File: src/rtl/seq_muldiv_ctrl_if.sv
// ============================================================================
// seq_muldiv_ctrl_if : request/response bundle for the sequential mul/div unit
// Revision 1.0
// ============================================================================
`default_nettype none

interface seq_muldiv_ctrl_if;
  logic       start;
  logic       op;
  logic [3:0] a;
  logic [3:0] b;
  logic       busy;
  logic       done;
  logic [7:0] result;
  logic       div_by_zero;

  modport master (
    output start, op, a, b,
    input  busy, done, result, div_by_zero
  );

  modport slave (
    input  start, op, a, b,
    output busy, done, result, div_by_zero
  );
endinterface

`default_nettype wire

File: src/rtl/seq_muldiv_ctrl.sv
// ============================================================================
// seq_muldiv_ctrl : 4x4 shift-add multiply / restoring 4/4 divide on one
//                   shared 4-bit ripple adder/subtractor
// Revision 1.0
// ============================================================================
`default_nettype none

module seq_muldiv_ctrl (
  input  wire logic          clk,
  input  wire logic          rst_n,
  seq_muldiv_ctrl_if.slave   mdu
);

  typedef enum logic [1:0] {
    S_IDLE = 2'd0,
    S_RUN  = 2'd1,
    S_DONE = 2'd2
  } state_t;

  state_t     state_q, state_d;
  logic       op_q, op_d;
  logic [3:0] acc_q, acc_d;     // hi (multiply) or R (divide)
  logic [3:0] shr_q, shr_d;     // lo (multiply) or Q (divide)
  logic [3:0] opnd_q, opnd_d;   // M (multiply) or D (divide)
  logic [1:0] count_q, count_d;
  logic [7:0] result_q, result_d;
  logic       dbz_q, dbz_d;

  logic [3:0] add_a, add_b, add_bx, add_s;
  logic       add_op, add_cout, carry;
  logic [3:0] acc_nx, shr_nx;

  // Shared ripple adder/subtractor: Op=1 computes A + ~B + 1, Cout=1 means no borrow
  assign add_op = op_q;
  assign add_a  = op_q ? {acc_q[2:0], shr_q[3]} : acc_q;
  assign add_b  = opnd_q;
  assign add_bx = add_b ^ {4{add_op}};

  always_comb begin
    carry = add_op;
    add_s = 4'h0;
    for (int i = 0; i < 4; i++) begin
      add_s[i] = add_a[i] ^ add_bx[i] ^ carry;
      carry    = (add_a[i] & add_bx[i]) | (carry & (add_a[i] ^ add_bx[i]));
    end
    add_cout = carry;
  end

  always_comb begin
    acc_nx = acc_q;
    shr_nx = shr_q;
    if (op_q) begin
      // acc_q[3] set means the shifted remainder is >= 16 > D, so S is valid mod 16
      if (acc_q[3] || add_cout) begin
        acc_nx = add_s;
        shr_nx = {shr_q[2:0], 1'b1};
      end else begin
        acc_nx = {acc_q[2:0], shr_q[3]};
        shr_nx = {shr_q[2:0], 1'b0};
      end
    end else begin
      if (shr_q[0]) begin
        acc_nx = {add_cout, add_s[3:1]};
        shr_nx = {add_s[0], shr_q[3:1]};
      end else begin
        acc_nx = {1'b0, acc_q[3:1]};
        shr_nx = {acc_q[0], shr_q[3:1]};
      end
    end
  end

  always_comb begin
    state_d  = state_q;
    op_d     = op_q;
    acc_d    = acc_q;
    shr_d    = shr_q;
    opnd_d   = opnd_q;
    count_d  = count_q;
    result_d = result_q;
    dbz_d    = dbz_q;
    case (state_q)
      S_IDLE: begin
        if (mdu.start) begin
          op_d    = mdu.op;
          acc_d   = 4'h0;
          shr_d   = mdu.op ? mdu.a : mdu.b;
          opnd_d  = mdu.op ? mdu.b : mdu.a;
          count_d = 2'd0;
          dbz_d   = 1'b0;
          if (mdu.op && (mdu.b == 4'h0)) begin
            state_d  = S_DONE;
            result_d = {mdu.a, 4'hF};
            dbz_d    = 1'b1;
          end else begin
            state_d = S_RUN;
          end
        end
      end
      S_RUN: begin
        acc_d   = acc_nx;
        shr_d   = shr_nx;
        count_d = count_q + 2'd1;
        if (count_q == 2'd3) begin
          state_d  = S_DONE;
          result_d = {acc_nx, shr_nx};
        end
      end
      S_DONE: begin
        state_d = S_IDLE;
      end
      default: begin
        state_d = S_IDLE;
      end
    endcase
  end

  always_ff @(posedge clk or negedge rst_n) begin
    if (!rst_n) begin
      state_q  <= S_IDLE;
      op_q     <= 1'b0;
      acc_q    <= 4'h0;
      shr_q    <= 4'h0;
      opnd_q   <= 4'h0;
      count_q  <= 2'd0;
      result_q <= 8'h00;
      dbz_q    <= 1'b0;
    end else begin
      state_q  <= state_d;
      op_q     <= op_d;
      acc_q    <= acc_d;
      shr_q    <= shr_d;
      opnd_q   <= opnd_d;
      count_q  <= count_d;
      result_q <= result_d;
      dbz_q    <= dbz_d;
    end
  end

  assign mdu.busy        = (state_q != S_IDLE);
  assign mdu.done        = (state_q == S_DONE);
  assign mdu.result      = result_q;
  assign mdu.div_by_zero = dbz_q;

endmodule

`default_nettype wire
File: src/flat_wrapper.sv
// flat-port wrapper written by rule: the top's interface ports become plain ports
module seq_muldiv_ctrl_flat 
  (clk, rst_n, mdu_start, mdu_op, mdu_a, mdu_b, mdu_busy, mdu_done, mdu_result, mdu_div_by_zero);
  seq_muldiv_ctrl_if mdu_i ();
  input  wire logic clk;
  input  wire logic rst_n;
  input wire logic [$bits(mdu_i.start)-1:0] mdu_start;
  input wire logic [$bits(mdu_i.op)-1:0] mdu_op;
  input wire logic [$bits(mdu_i.a)-1:0] mdu_a;
  input wire logic [$bits(mdu_i.b)-1:0] mdu_b;
  output wire logic [$bits(mdu_i.busy)-1:0] mdu_busy;
  output wire logic [$bits(mdu_i.done)-1:0] mdu_done;
  output wire logic [$bits(mdu_i.result)-1:0] mdu_result;
  output wire logic [$bits(mdu_i.div_by_zero)-1:0] mdu_div_by_zero;
  assign mdu_i.start = mdu_start;
  assign mdu_i.op = mdu_op;
  assign mdu_i.a = mdu_a;
  assign mdu_i.b = mdu_b;
  assign mdu_busy = mdu_i.busy;
  assign mdu_done = mdu_i.done;
  assign mdu_result = mdu_i.result;
  assign mdu_div_by_zero = mdu_i.div_by_zero;
  seq_muldiv_ctrl u_core (.clk(clk), .rst_n(rst_n), .mdu(mdu_i));
endmodule
File: config.mk
export PLATFORM = sky130hd
export DESIGN_NAME = seq_muldiv_ctrl_flat
export DESIGN_NICKNAME = d
export VERILOG_FILES = /design/src/rtl/seq_muldiv_ctrl_if.sv /design/src/rtl/seq_muldiv_ctrl.sv /design/src/flat_wrapper.sv
export SDC_FILE = /design/constraint.sdc
export NUM_CORES = 1
export LEC_CHECK = 0
export CORE_MARGIN = 8
export CORE_UTILIZATION = 30
export CTS_CLUSTER_DIAMETER = 40
export DETAILED_ROUTE_END_ITERATION = 8
export GPL_ROUTABILITY_DRIVEN = 0
export PLACE_DENSITY = 0.6
export SLEW_MARGIN = 5
export SYNTH_ARGS = -nofsm -noshare
export SYNTH_HDL_FRONTEND = slang
export SYNTH_SLANG_ARGS = --single-unit
File: constraint.sdc
create_clock -name clk -period 4.8 [get_ports clk]
set_input_delay 0.72 -clock clk [delete_from_list [all_inputs] [get_ports clk]]
set_output_delay 0.72 -clock clk [all_outputs]
set_load 0.02 [all_outputs]
==> reports/results.ini, run 1 <==
[yosys]
synthAdderAreaFrac_pct=4.74
yosys_warnings=0
post_synth_cell_types=36
synth_compound_gate_area_share_pct=19.0
yosys_register_bits=26
synth.area.mux_share_pct=15.4
post_synth.cell_area_avg_sq_um=10.3
synthSimpleGateAreaFrac_pct=11.3
syn-instance-count=148
synth-seq-area-share_pct=42.5
synth_top_family_by_area=compound AO/OA/AOI/OAI gates
post_synth_instance_area_sq_mm=0.00153
synthXorXnorAreaFrac_pct=2.86
synth_nets=164

[route]
route.final.wire_length_um=3400
dr.pass1.iters=4
route.antenna.remaining_nets=0
routed_wire_length_per_instance_um=14.3
drcViolationCount=0
vias_per_cell=4.77
drt_first_iter_violations=35
vias=1131

[floorplanning]
initial_utilization_pct=30.6
core_region_area_sq_mm=0.00501
die_height_um=87.5
fp.dieArea_sq_mm=0.00765
die_w_um=87.5
rows=26
boundaryPins=23

[clocking]
cts_max_level=1
clock_buffer_count_from_cts=3
max-clock-path-buffers=2
clock-root-buffer=sky130_fd_sc_hd__clkbuf_8
clock_network_latency_to_the_later_pin_of_the_worst_skew_pair_ns=0.27
cts_resized=0
cts_tree=done
clock_transition_time_at_the_flip_flop_clock_pins_of_the_worst_setup_and_hold_paths_ns=0.09
cts.repair_timing.setup_buffer_count=0
clkSinkCount=26
ctsHoldBuffers=0

[hold_path]
min-delay-path-class=flip-flop to flip-flop
hold_start=u_core.mdu.result[4]$_DFFE_PN0P_

[final_layout]
final_layout_size_suffix_gt1_share_pct=12.6
fill_cells=529
antenna_cells=0
synthToLayoutAreaGrowth_pct=21.9
most-common-layout-cells=sky130_fd_sc_hd__dfrtp_1 (26), sky130_fd_sc_hd__clkdlybuf4s50_1 (22), sky130_fd_sc_hd__a21oi_1 (13), sky130_fd_sc_hd__mux2i_1 (13), sky130_fd_sc_hd__o21ai_0 (13)
fin_nets=184
leading_cell_type_in_the_layout_fill_and_taps_excluded=sky130_fd_sc_hd__dfrtp_1
stdcell_count=237

[global_route]
antenna_found_initial=0
track_usage_pct=9.81
grt_start_max_net_pins=27
congestion_overflow_gr=0
vias_in_the_first_global_route=1132
grt_first_pass_wirelength_um=5790

[timing]
tightest_slew_ns=0.830
final_setup_tns_ns=0
final_hold_viol_count=0
drv_slew=0
maxSlewHeadroom_pct=44.6
setup-violations-final=0
timing.final.crit_share_pct=75.9
final_setup_skew_ns=0.00361
achievable-frequency_mhz=275
rsz_0062_raised_after_global_routing=no
worst_slack_ns=1.16
layout_min_cycle_time_ns=3.64

[setup_path]
worstPathMaxFanout=24
critPathArrivalTime_ns=3.80
crit-reg2reg-launch=u_core.add_op$_DFFE_PN0P_
worst-setup-path-type=flip-flop to flip-flop
worst_ep_required_time_ns=4.96
endpoint_kind=flip-flop
worstSetupStartpointType=flip-flop
worst_setup_path_startpoint=u_core.add_op$_DFFE_PN0P_
r2r_slack_ns=1.16

[power]
combPwrFrac_pct=58.3
internal_power_mw=0.821
p_per_area_mw_per_mm2=773
switching_power_mw=0.622
clockPowerShare_pct=9.8
swShare_pct=43.1
peakVddDrop_mv=0.285
p_seq_share_pct=31.9
leakage_nw=0.810

[run]
timing.max_cap.violations=0

[place]
place.detailed.instances=233
port-buffer-count=22
place.detailed.hpwl_um=2610
post_place_worst_slack_ns=1.17

[run_status]
status=finished, final reports clean

==> per-layer routing <==
metal	routed length, um	vias up	share of wire, %	track usage (%)
met3	59	7	1.7	1.51
met4	72	0	2.1	5.16
met2	1610	15	47	15.5
met1	1650	541	49	12.5
li1	-	568	-	-
met5	0	-	0	0
==> stage by stage <==
step                instance area (sq um)  power, mW  hold slack [ns]  util [%]
detailed placement                   1810       1.30            0.483      36.2
finish                               1870       1.44            0.506      37.3
CTS                                  1870       1.45            0.506      37.3
floorplan                            1530       1.06            0.424         -
global route                         1870       1.58            0.526      37.3
global placement                     1810       1.31            0.487      36.2
==> power groups by stage <==
stage	Combinational (mW)	Sequential, mW	Clock, mW
2_1_floorplan	0.631	0.432	0
3_3_place_gp	0.846	0.467	0
3_5_place_dp	0.837	0.466	0
4_1_cts	0.847	0.461	0.145
5_1_grt	0.949	0.481	0.155
6_report	0.841	0.460	0.142
==> worst paths after layout <==
| kind | depth (start not counted) | to |
|---|---|---|
| max | 8 | u_core.mdu.result[5]$_DFFE_PN0P_ |
| min | 1 | u_core.mdu.result[4]$_DFFE_PN0P_ |
| max reg2reg | 8 | u_core.mdu.result[5]$_DFFE_PN0P_ |
| min reg2reg | 1 | u_core.mdu.result[4]$_DFFE_PN0P_ |
| max in group asynchronous | 2 | u_core.add_b[2]$_DFFE_PN0P_ |
| min in group asynchronous | 2 | u_core.mdu.result[3]$_DFFE_PN0P_ |
==> area by class of cell <==
| cell class | instances | area, sq um | share of cell area, % |
|---|---|---|---|
| inverters | 8 | 30.0 | 1.61 |
| clock buffers | 4 | 55.1 | 2.95 |
| repair buffers | 23 | 228 | 12.2 |
| multi-input cells | 106 | 816 | 43.7 |
| flip-flops and latches | 26 | 651 | 34.9 |
| well taps | 70 | 87.6 | 4.69 |
==> cell usage after synthesis <==
| master | number | area share [%] |
|---|---|---|
| sky130_fd_sc_hd__dfrtp_1 | 26 | 42 |
| sky130_fd_sc_hd__a21oi_1 | 13 | 4.2 |
| sky130_fd_sc_hd__mux2i_1 | 13 | 8.5 |
| sky130_fd_sc_hd__o21ai_0 | 13 | 4.2 |
| sky130_fd_sc_hd__nor2_1 | 11 | 2.7 |
| sky130_fd_sc_hd__inv_1 | 8 | 2.0 |
| sky130_fd_sc_hd__mux2_2 | 8 | 5.9 |
| sky130_fd_sc_hd__nand2_1 | 7 | 1.7 |
| sky130_fd_sc_hd__clkbuf_1 | 4 | 0.98 |
| sky130_fd_sc_hd__nor2b_1 | 4 | 1.6 |
| sky130_fd_sc_hd__a21o_1 | 3 | 1.5 |
| sky130_fd_sc_hd__a22oi_1 | 3 | 1.5 |
| sky130_fd_sc_hd__buf_2 | 3 | 0.98 |
| sky130_fd_sc_hd__fa_1 | 3 | 3.9 |
| sky130_fd_sc_hd__o32a_2 | 3 | 2.2 |
| sky130_fd_sc_hd__xor2_1 | 3 | 1.7 |
| sky130_fd_sc_hd__a22o_1 | 2 | 1.1 |
| sky130_fd_sc_hd__nand3b_1 | 2 | 0.98 |
| sky130_fd_sc_hd__xnor2_1 | 2 | 1.1 |
| sky130_fd_sc_hd__a21oi_2 | 1 | 0.57 |
| sky130_fd_sc_hd__a2bb2oi_1 | 1 | 0.57 |
| sky130_fd_sc_hd__a311o_1 | 1 | 0.65 |
| sky130_fd_sc_hd__a31oi_1 | 1 | 0.41 |
| sky130_fd_sc_hd__and2_1 | 1 | 0.41 |
| sky130_fd_sc_hd__and3b_1 | 1 | 0.57 |
| sky130_fd_sc_hd__clkbuf_2 | 1 | 0.33 |
| sky130_fd_sc_hd__ha_1 | 1 | 0.82 |
| sky130_fd_sc_hd__mux2_4 | 1 | 0.98 |
| sky130_fd_sc_hd__nand2b_1 | 1 | 0.41 |
| sky130_fd_sc_hd__nor3_4 | 1 | 1.1 |
| sky130_fd_sc_hd__nor4_4 | 1 | 1.4 |
| sky130_fd_sc_hd__o211a_1 | 1 | 0.65 |
| sky130_fd_sc_hd__o21a_1 | 1 | 0.49 |
| sky130_fd_sc_hd__o21bai_1 | 1 | 0.49 |
| sky130_fd_sc_hd__o22ai_1 | 1 | 0.41 |
| sky130_fd_sc_hd__or2_2 | 1 | 0.41 |
==> flip-flops by register name, indices dropped and copies added, names as in the netlist <==
name / count
u_core.mdu.result: 8
u_core.acc_q: 4
u_core.add_b: 4
u_core.shr_q: 4
u_core.count_q: 2
u_core.state_q: 2
u_core.add_op: 1
u_core.mdu.div_by_zero: 1
==> worst max-delay path, cell delays in order, from the launching register on <==
cell	delay, ns
sky130_fd_sc_hd__dfrtp_1	0.82
sky130_fd_sc_hd__mux2_2	0.43
sky130_fd_sc_hd__fa_1	0.43
sky130_fd_sc_hd__fa_1	0.40
sky130_fd_sc_hd__fa_1	0.42
sky130_fd_sc_hd__nor2_1	0.28
sky130_fd_sc_hd__mux2i_1	0.22
sky130_fd_sc_hd__a21oi_1	0.11
sky130_fd_sc_hd__o32a_2	0.41
==> cells by family after synthesis <==
| family | after synthesis |
|---|---|
| compound gates | 45 |
| simple gates | 30 |
| flops | 26 |
| mux | 22 |
| buf+inv | 16 |
| xor+xnor | 5 |
| fa+ha+maj | 4 |
No activity file was read; power rests on OpenSTA's default activity.
==> inputs of run 2 (changes only) <==
Clock period 4.8 ns to 3.45 ns, I/O delays scaled along.
==> run 2 against run 1 <==
Total power is 47% higher; non-clock buffer count is 4 higher; setup slack worse by 0.88 ns; critical path type unchanged.
==> reports/results.ini, run 2 (synthesis results as in run 1) <==
[run_status]
status=finished, final reports clean

[final_layout]
leading_cell_type_in_the_layout_fill_and_taps_excluded=sky130_fd_sc_hd__dfrtp_1
fill_cells=516  ; -2.5%
antenna_cells=0  ; unchanged
finalInstanceArea_sq_mm=0.00191  ; +2.5%
synthToLayoutAreaGrowth_pct=24.9
most-common-layout-cells=sky130_fd_sc_hd__dfrtp_1 (26), sky130_fd_sc_hd__clkdlybuf4s50_1 (22), sky130_fd_sc_hd__a21oi_1 (13), sky130_fd_sc_hd__mux2i_1 (13), sky130_fd_sc_hd__o21ai_0 (13)
final-seq-area_sq_um=651  ; unchanged
fin_nets=188  ; +2.2%
multiInputGateArea_sq_um=816  ; unchanged
final_layout_size_suffix_gt1_share_pct=14.6  ; +2.0 points
number_of_flip_flops_in_the_largest_register=8  ; unchanged

[timing]
final_setup_skew_ns=0.00848  ; +0.00487 ns
worst_slack_ns=0.279  ; -0.880 ns
tightest_slew_ns=0.786  ; -0.0443 ns
layout_min_cycle_time_ns=3.17  ; -0.470 ns
timing.final.crit_share_pct=91.9  ; +16 points
maxSlewHeadroom_pct=47.5  ; +3.0 points
achievable-frequency_mhz=315  ; +15%
rsz_0062_raised_after_global_routing=no
final.hold.worst_slack_ns=0.504  ; -0.00136 ns
drv_slew=0  ; unchanged
setup-violations-final=0  ; unchanged
final_setup_tns_ns=0  ; unchanged
final_hold_viol_count=0  ; unchanged

[place]
dpl_cell_area_sq_mm=0.00184  ; +1.7%
port-buffer-count=22  ; unchanged
post_place_worst_slack_ns=0.313  ; -0.860 ns
place.detailed.hpwl_um=2850  ; +9.1%

[run]
timing.max_cap.violations=0  ; unchanged

[clocking]
clock_network_latency_to_the_later_pin_of_the_worst_skew_pair_ns=0.27  ; about the same
clock_buffer_count_from_cts=3  ; unchanged
cts_tree=done
max-clock-path-buffers=2  ; unchanged
clock-root-buffer=sky130_fd_sc_hd__clkbuf_8
cts_resized=0  ; unchanged
ctsHoldBuffers=0  ; unchanged
cts.repair_timing.setup_buffer_count=0  ; unchanged
clkSinkCount=26  ; unchanged
cts_max_level=1  ; unchanged
clock_transition_time_at_the_flip_flop_clock_pins_of_the_worst_setup_and_hold_paths_ns=0.09  ; about the same

[global_route]
antenna_found_initial=0  ; unchanged
track_usage_pct=10.3  ; +0.50 points
congestion_overflow_gr=0  ; unchanged
met1_usage_pct=12.8  ; +0.32 points
vias_in_the_first_global_route=1245  ; +10%
met2_grt_util_pct=17.1  ; +1.6 points
grt_start_max_net_pins=27  ; unchanged
gr-usage-met3_pct=1.89  ; +0.38 points
grt_first_pass_wirelength_um=6150  ; +6.3%
grt.busiest_layer=met2

[setup_path]
critPathArrivalTime_ns=3.33  ; -0.47 ns
crit-reg2reg-launch=u_core.add_op$_DFFE_PN0P_
worst_setup_path_endpoint=u_core.mdu.result[5]$_DFFE_PN0P_
worst_r2r_path_depth=8  ; unchanged
reg2reg_to=u_core.mdu.result[5]$_DFFE_PN0P_
endpoint_kind=flip-flop
crit_path_frequent_cell=sky130_fd_sc_hd__fa_1
r2r_slack_ns=0.28  ; -0.88 ns
worst-setup-path-type=flip-flop to flip-flop
worstSetupStartpointType=flip-flop
worstPathMaxFanout=5  ; -79%
cp_slowest_cell=sky130_fd_sc_hd__dfrtp_1
cpPeakStageDelay_ns=0.45  ; -0.37 ns
worst_ep_required_time_ns=3.61  ; -1.35 ns
worstPathCellList=mux2_2 -> fa_1 -> fa_1 -> fa_1 -> nor2_1 -> mux2i_1 -> a21oi_1 -> o32a_2
worst_setup_path_startpoint=u_core.add_op$_DFFE_PN0P_

[route]
route.antenna.remaining_nets=0  ; unchanged
routed_wire_length_per_instance_um=15.4  ; +7.2%
vias=1173  ; +3.7%
vias_per_cell=4.87  ; +2.0%
drcViolationCount=0  ; unchanged
dr.pass1.iters=4  ; unchanged
drt_first_iter_violations=34  ; -2.9%
route.final.wire_length_um=3700  ; +9.0%

[floorplanning]
fp.dieArea_sq_mm=0.00765  ; unchanged
rows=26  ; unchanged
initial_utilization_pct=30.6  ; unchanged
die_w_um=87.5  ; unchanged
boundaryPins=23  ; unchanged
core_region_area_sq_mm=0.00501  ; unchanged
die_height_um=87.5  ; unchanged

[power]
p_per_area_mw_per_mm2=1110  ; +44%
leakage_nw=0.836  ; +3.3%
peakVddDrop_mv=0.477  ; +67%

[hold_path]
worst_hold_path.num_cells=1  ; unchanged
min-delay-path-class=flip-flop to flip-flop

run 2: worst max-delay path: cells and delay by family, from the launching register on:
family	cells	cell delay, ns
adders and majority gates	3	1.26
muxes	2	0.61
AOI/OAI and AO/OA	2	0.46
DFF	1	0.45
and+or+nand+nor	1	0.28
run 2: cell type report:
type                    count  area share [%]
repair buffers             27            13.5
well taps                  70            4.58
flip-flops and latches     26            34.0
inverters                   8            1.57
multi-input cells         106            42.6
clock inverters             1            1.57
clock buffers               3            2.16
run 2: metal layers:
layer  up-vias  share of wire [%]
li1        573                  -
met1       580                 49
met2        16                 48
met3         4                2.8
met4         0               0.92
met5         -                  0
run 2: where the power goes:
group,internal [mW],switching [mW]
combinational,0.614,0.640
sequential,0.452,0.163
clock,0.155,0.0991
total,1.22,0.903
run 2: per-stage QoR:
stage                     power, mW  cells  util, %
after floorplan                1.48    148        -
after global placement         1.86    237     36.8
after detailed placement       1.86    237     36.8
after CTS                      2.13    241     38.2
after global routing           2.29    241     38.2
final                          2.12    241     38.2
run 2: worst min path at each step:
stage,from,end,slack [ns]
after floorplan,rst_n,u_core.acc_q[0]$_DFFE_PN0P_,0.22
after global placement,u_core.mdu.div_by_zero$_DFFE_PN0P_,u_core.mdu.div_by_zero$_DFFE_PN0P_,0.48
after detailed placement,u_core.mdu.div_by_zero$_DFFE_PN0P_,u_core.mdu.div_by_zero$_DFFE_PN0P_,0.48
after CTS,u_core.mdu.result[4]$_DFFE_PN0P_,u_core.mdu.result[4]$_DFFE_PN0P_,0.51
after global routing,u_core.mdu.result[4]$_DFFE_PN0P_,u_core.mdu.result[4]$_DFFE_PN0P_,0.52
final,u_core.mdu.result[4]$_DFFE_PN0P_,u_core.mdu.result[4]$_DFFE_PN0P_,0.50
==> inputs of run 3 (changes only) <==
--- a/config.mk
+++ b/config.mk
@@ -11,5 +11,5 @@
 export DETAILED_ROUTE_END_ITERATION = 8
 export GPL_ROUTABILITY_DRIVEN = 0
-export PLACE_DENSITY = 0.6
+export PLACE_DENSITY_LB_ADDON = 0.12
 export SLEW_MARGIN = 5
 export SYNTH_ARGS = -nofsm -noshare
==> constraint.sdc (replaced) <==
create_clock -name clk -period 3.45 [get_ports clk]
set_input_delay 0.345 -clock clk [delete_from_list [all_inputs] [get_ports clk]]
set_output_delay 0.345 -clock clk [all_outputs]
set_load 0.02 [all_outputs]
==> run 3 against run 2 <==
Sequential power is essentially flat; via count shrank 0.77%; critical endpoint unchanged; critical path depth is the same; largest power group unchanged; clock skew shrank 0.0040 ns; routed wire length grew 4.2%; largest cell class unchanged; core utilization shrank 0.62 points; clock power shrank 21%.
==> reports/results.ini, run 3 (synthesis results as in run 1) <==
[timing]
tightest_slew_ns=0.840  ; +0.0542 ns
final.hold.worst_slack_ns=0.439  ; -0.0654 ns
layout_min_cycle_time_ns=3.27  ; +0.0950 ns
final_setup_tns_ns=0  ; unchanged
worst_slack_ns=0.184  ; -0.0950 ns
timing.final.crit_share_pct=94.7  ; +2.8 points
maxSlewHeadroom_pct=43.9  ; -3.6 points
final_setup_skew_ns=0.00446  ; -0.00401 ns
setup-violations-final=0  ; unchanged
achievable-frequency_mhz=306  ; -2.9%
drv_slew=0  ; unchanged
rsz_0062_raised_after_global_routing=no
final_hold_viol_count=0  ; unchanged

[floorplanning]
initial_utilization_pct=30.6  ; unchanged
rows=26  ; unchanged
die_w_um=87.5  ; unchanged
fp.dieArea_sq_mm=0.00765  ; unchanged
core_region_area_sq_mm=0.00501  ; unchanged
boundaryPins=23  ; unchanged
die_height_um=87.5  ; unchanged

[clocking]
cts.repair_timing.setup_buffer_count=0  ; unchanged
clock_buffer_count_from_cts=3  ; unchanged
clock-root-buffer=sky130_fd_sc_hd__clkbuf_8
ctsHoldBuffers=0  ; unchanged
cts_tree=done
max-clock-path-buffers=2  ; unchanged
clkSinkCount=26  ; unchanged
clock_transition_time_at_the_flip_flop_clock_pins_of_the_worst_setup_and_hold_paths_ns=0.09  ; about the same
cts_resized=0  ; unchanged
cts_max_level=1  ; unchanged
clock_network_latency_to_the_later_pin_of_the_worst_skew_pair_ns=0.27  ; about the same

[global_route]
congestion_overflow_gr=0  ; unchanged
track_usage_pct=10.8  ; +0.52 points
grt_start_max_net_pins=27  ; unchanged
grt_first_pass_wirelength_um=6330  ; +2.8%
vias_in_the_first_global_route=1257  ; +0.96%
gr-usage-met3_pct=2.08  ; +0.19 points
met2_grt_util_pct=18.2  ; +1.1 points
antenna_found_initial=0  ; unchanged
grt.busiest_layer=met2
met1_usage_pct=13.1  ; +0.24 points

[place]
place.detailed.hpwl_um=2920  ; +2.7%
port-buffer-count=22  ; unchanged
post_place_worst_slack_ns=0.170  ; -0.143 ns

[setup_path]
worstPathMaxFanout=8  ; +3
worst_ep_required_time_ns=3.61  ; about the same
critPathArrivalTime_ns=3.43  ; +0.10 ns
endpoint_kind=flip-flop
worstSetupStartpointType=flip-flop
worst-setup-path-type=flip-flop to flip-flop

[final_layout]
antenna_cells=0  ; unchanged
synthToLayoutAreaGrowth_pct=22.9
number_of_flip_flops_in_the_largest_register=8  ; unchanged
leading_cell_type_in_the_layout_fill_and_taps_excluded=sky130_fd_sc_hd__dfrtp_1
final_layout_size_suffix_gt1_share_pct=13.6  ; -1.0 points
fin_nets=186  ; -1.1%
most-common-layout-cells=sky130_fd_sc_hd__dfrtp_1 (26), sky130_fd_sc_hd__clkdlybuf4s50_1 (22), sky130_fd_sc_hd__a21oi_1 (13), sky130_fd_sc_hd__mux2i_1 (13), sky130_fd_sc_hd__o21ai_0 (13)

[hold_path]
min-delay-path-class=input pin to async pin

[route]
drcViolationCount=0  ; unchanged
route.final.wire_length_um=3860  ; +4.2%
vias_per_cell=4.87  ; about the same
dr.pass1.iters=4  ; unchanged
vias=1164  ; -0.77%
route.antenna.remaining_nets=0  ; unchanged
drt_first_iter_violations=46  ; +35%
routed_wire_length_per_instance_um=16.1  ; +5.0%

[run_status]
status=finished, final reports clean

[run]
timing.max_cap.violations=0  ; unchanged

[power]
p_per_area_mw_per_mm2=1090  ; -1.4%
leakage_nw=0.820  ; -2.0%
peakVddDrop_mv=0.444  ; -6.9%

## run 3: layout make-up
type                       instances  area, sq um
tap                               70         87.6
multi-input combinational        106          816
inverter                           8         30.0
clock buffer                       4         55.1
fill                             523         3130
timing repair buffer              25          243
sequential                        26          651
## run 3: worst paths after layout
path	from	end	slack (ns)	depth (start not counted)
max	u_core.add_op$_DFFE_PN0P_	u_core.mdu.result[5]$_DFFE_PN0P_	0.18	8
min	rst_n	u_core.add_b[2]$_DFFE_PN0P_	0.44	2
max reg2reg	u_core.add_op$_DFFE_PN0P_	u_core.mdu.result[5]$_DFFE_PN0P_	0.18	8
min reg2reg	u_core.count_q[0]$_DFFE_PN0P_	u_core.count_q[0]$_DFFE_PN0P_	0.51	1
max in group asynchronous	rst_n	u_core.mdu.result[5]$_DFFE_PN0P_	2.75	2
min in group clk	u_core.count_q[0]$_DFFE_PN0P_	u_core.count_q[0]$_DFFE_PN0P_	0.51	1
## run 3: layer usage
| layer | wire length (um) | up-vias |
|---|---|---|
| li1 | - | 566 |
| met1 | 1760 | 583 |
| met2 | 1950 | 10 |
| met3 | 80 | 5 |
| met4 | 60 | 0 |
| met5 | 0 | - |
## run 3: through the flow
step	instance area, sq um	util (%)	power [mW]	std cells
after floorplan	1530	-	1.48	148
after global placement	1830	36.5	1.86	235
after detailed placement	1830	36.5	1.87	235
after CTS	1880	37.6	2.09	239
after global routing	1880	37.6	2.24	239
final	1880	37.6	2.06	239
## run 3: power by group
part | switching (mW) | internal [mW] | leakage (nW)
Clock | 0.0975 | 0.102 | 0.0288
Sequential | 0.162 | 0.452 | 0.304
Combinational | 0.640 | 0.605 | 0.487
Total | 0.900 | 1.16 | 0.820
## run 3: critical path, stage by stage, from the launching register on
cell and delay (ns):
sky130_fd_sc_hd__dfrtp_1 0.51, sky130_fd_sc_hd__mux2_2 0.39, sky130_fd_sc_hd__fa_1 0.44, sky130_fd_sc_hd__fa_1 0.39, sky130_fd_sc_hd__fa_1 0.42, sky130_fd_sc_hd__nor2_1 0.30
sky130_fd_sc_hd__mux2i_1 0.23, sky130_fd_sc_hd__a21oi_1 0.10, sky130_fd_sc_hd__o32a_2 0.36
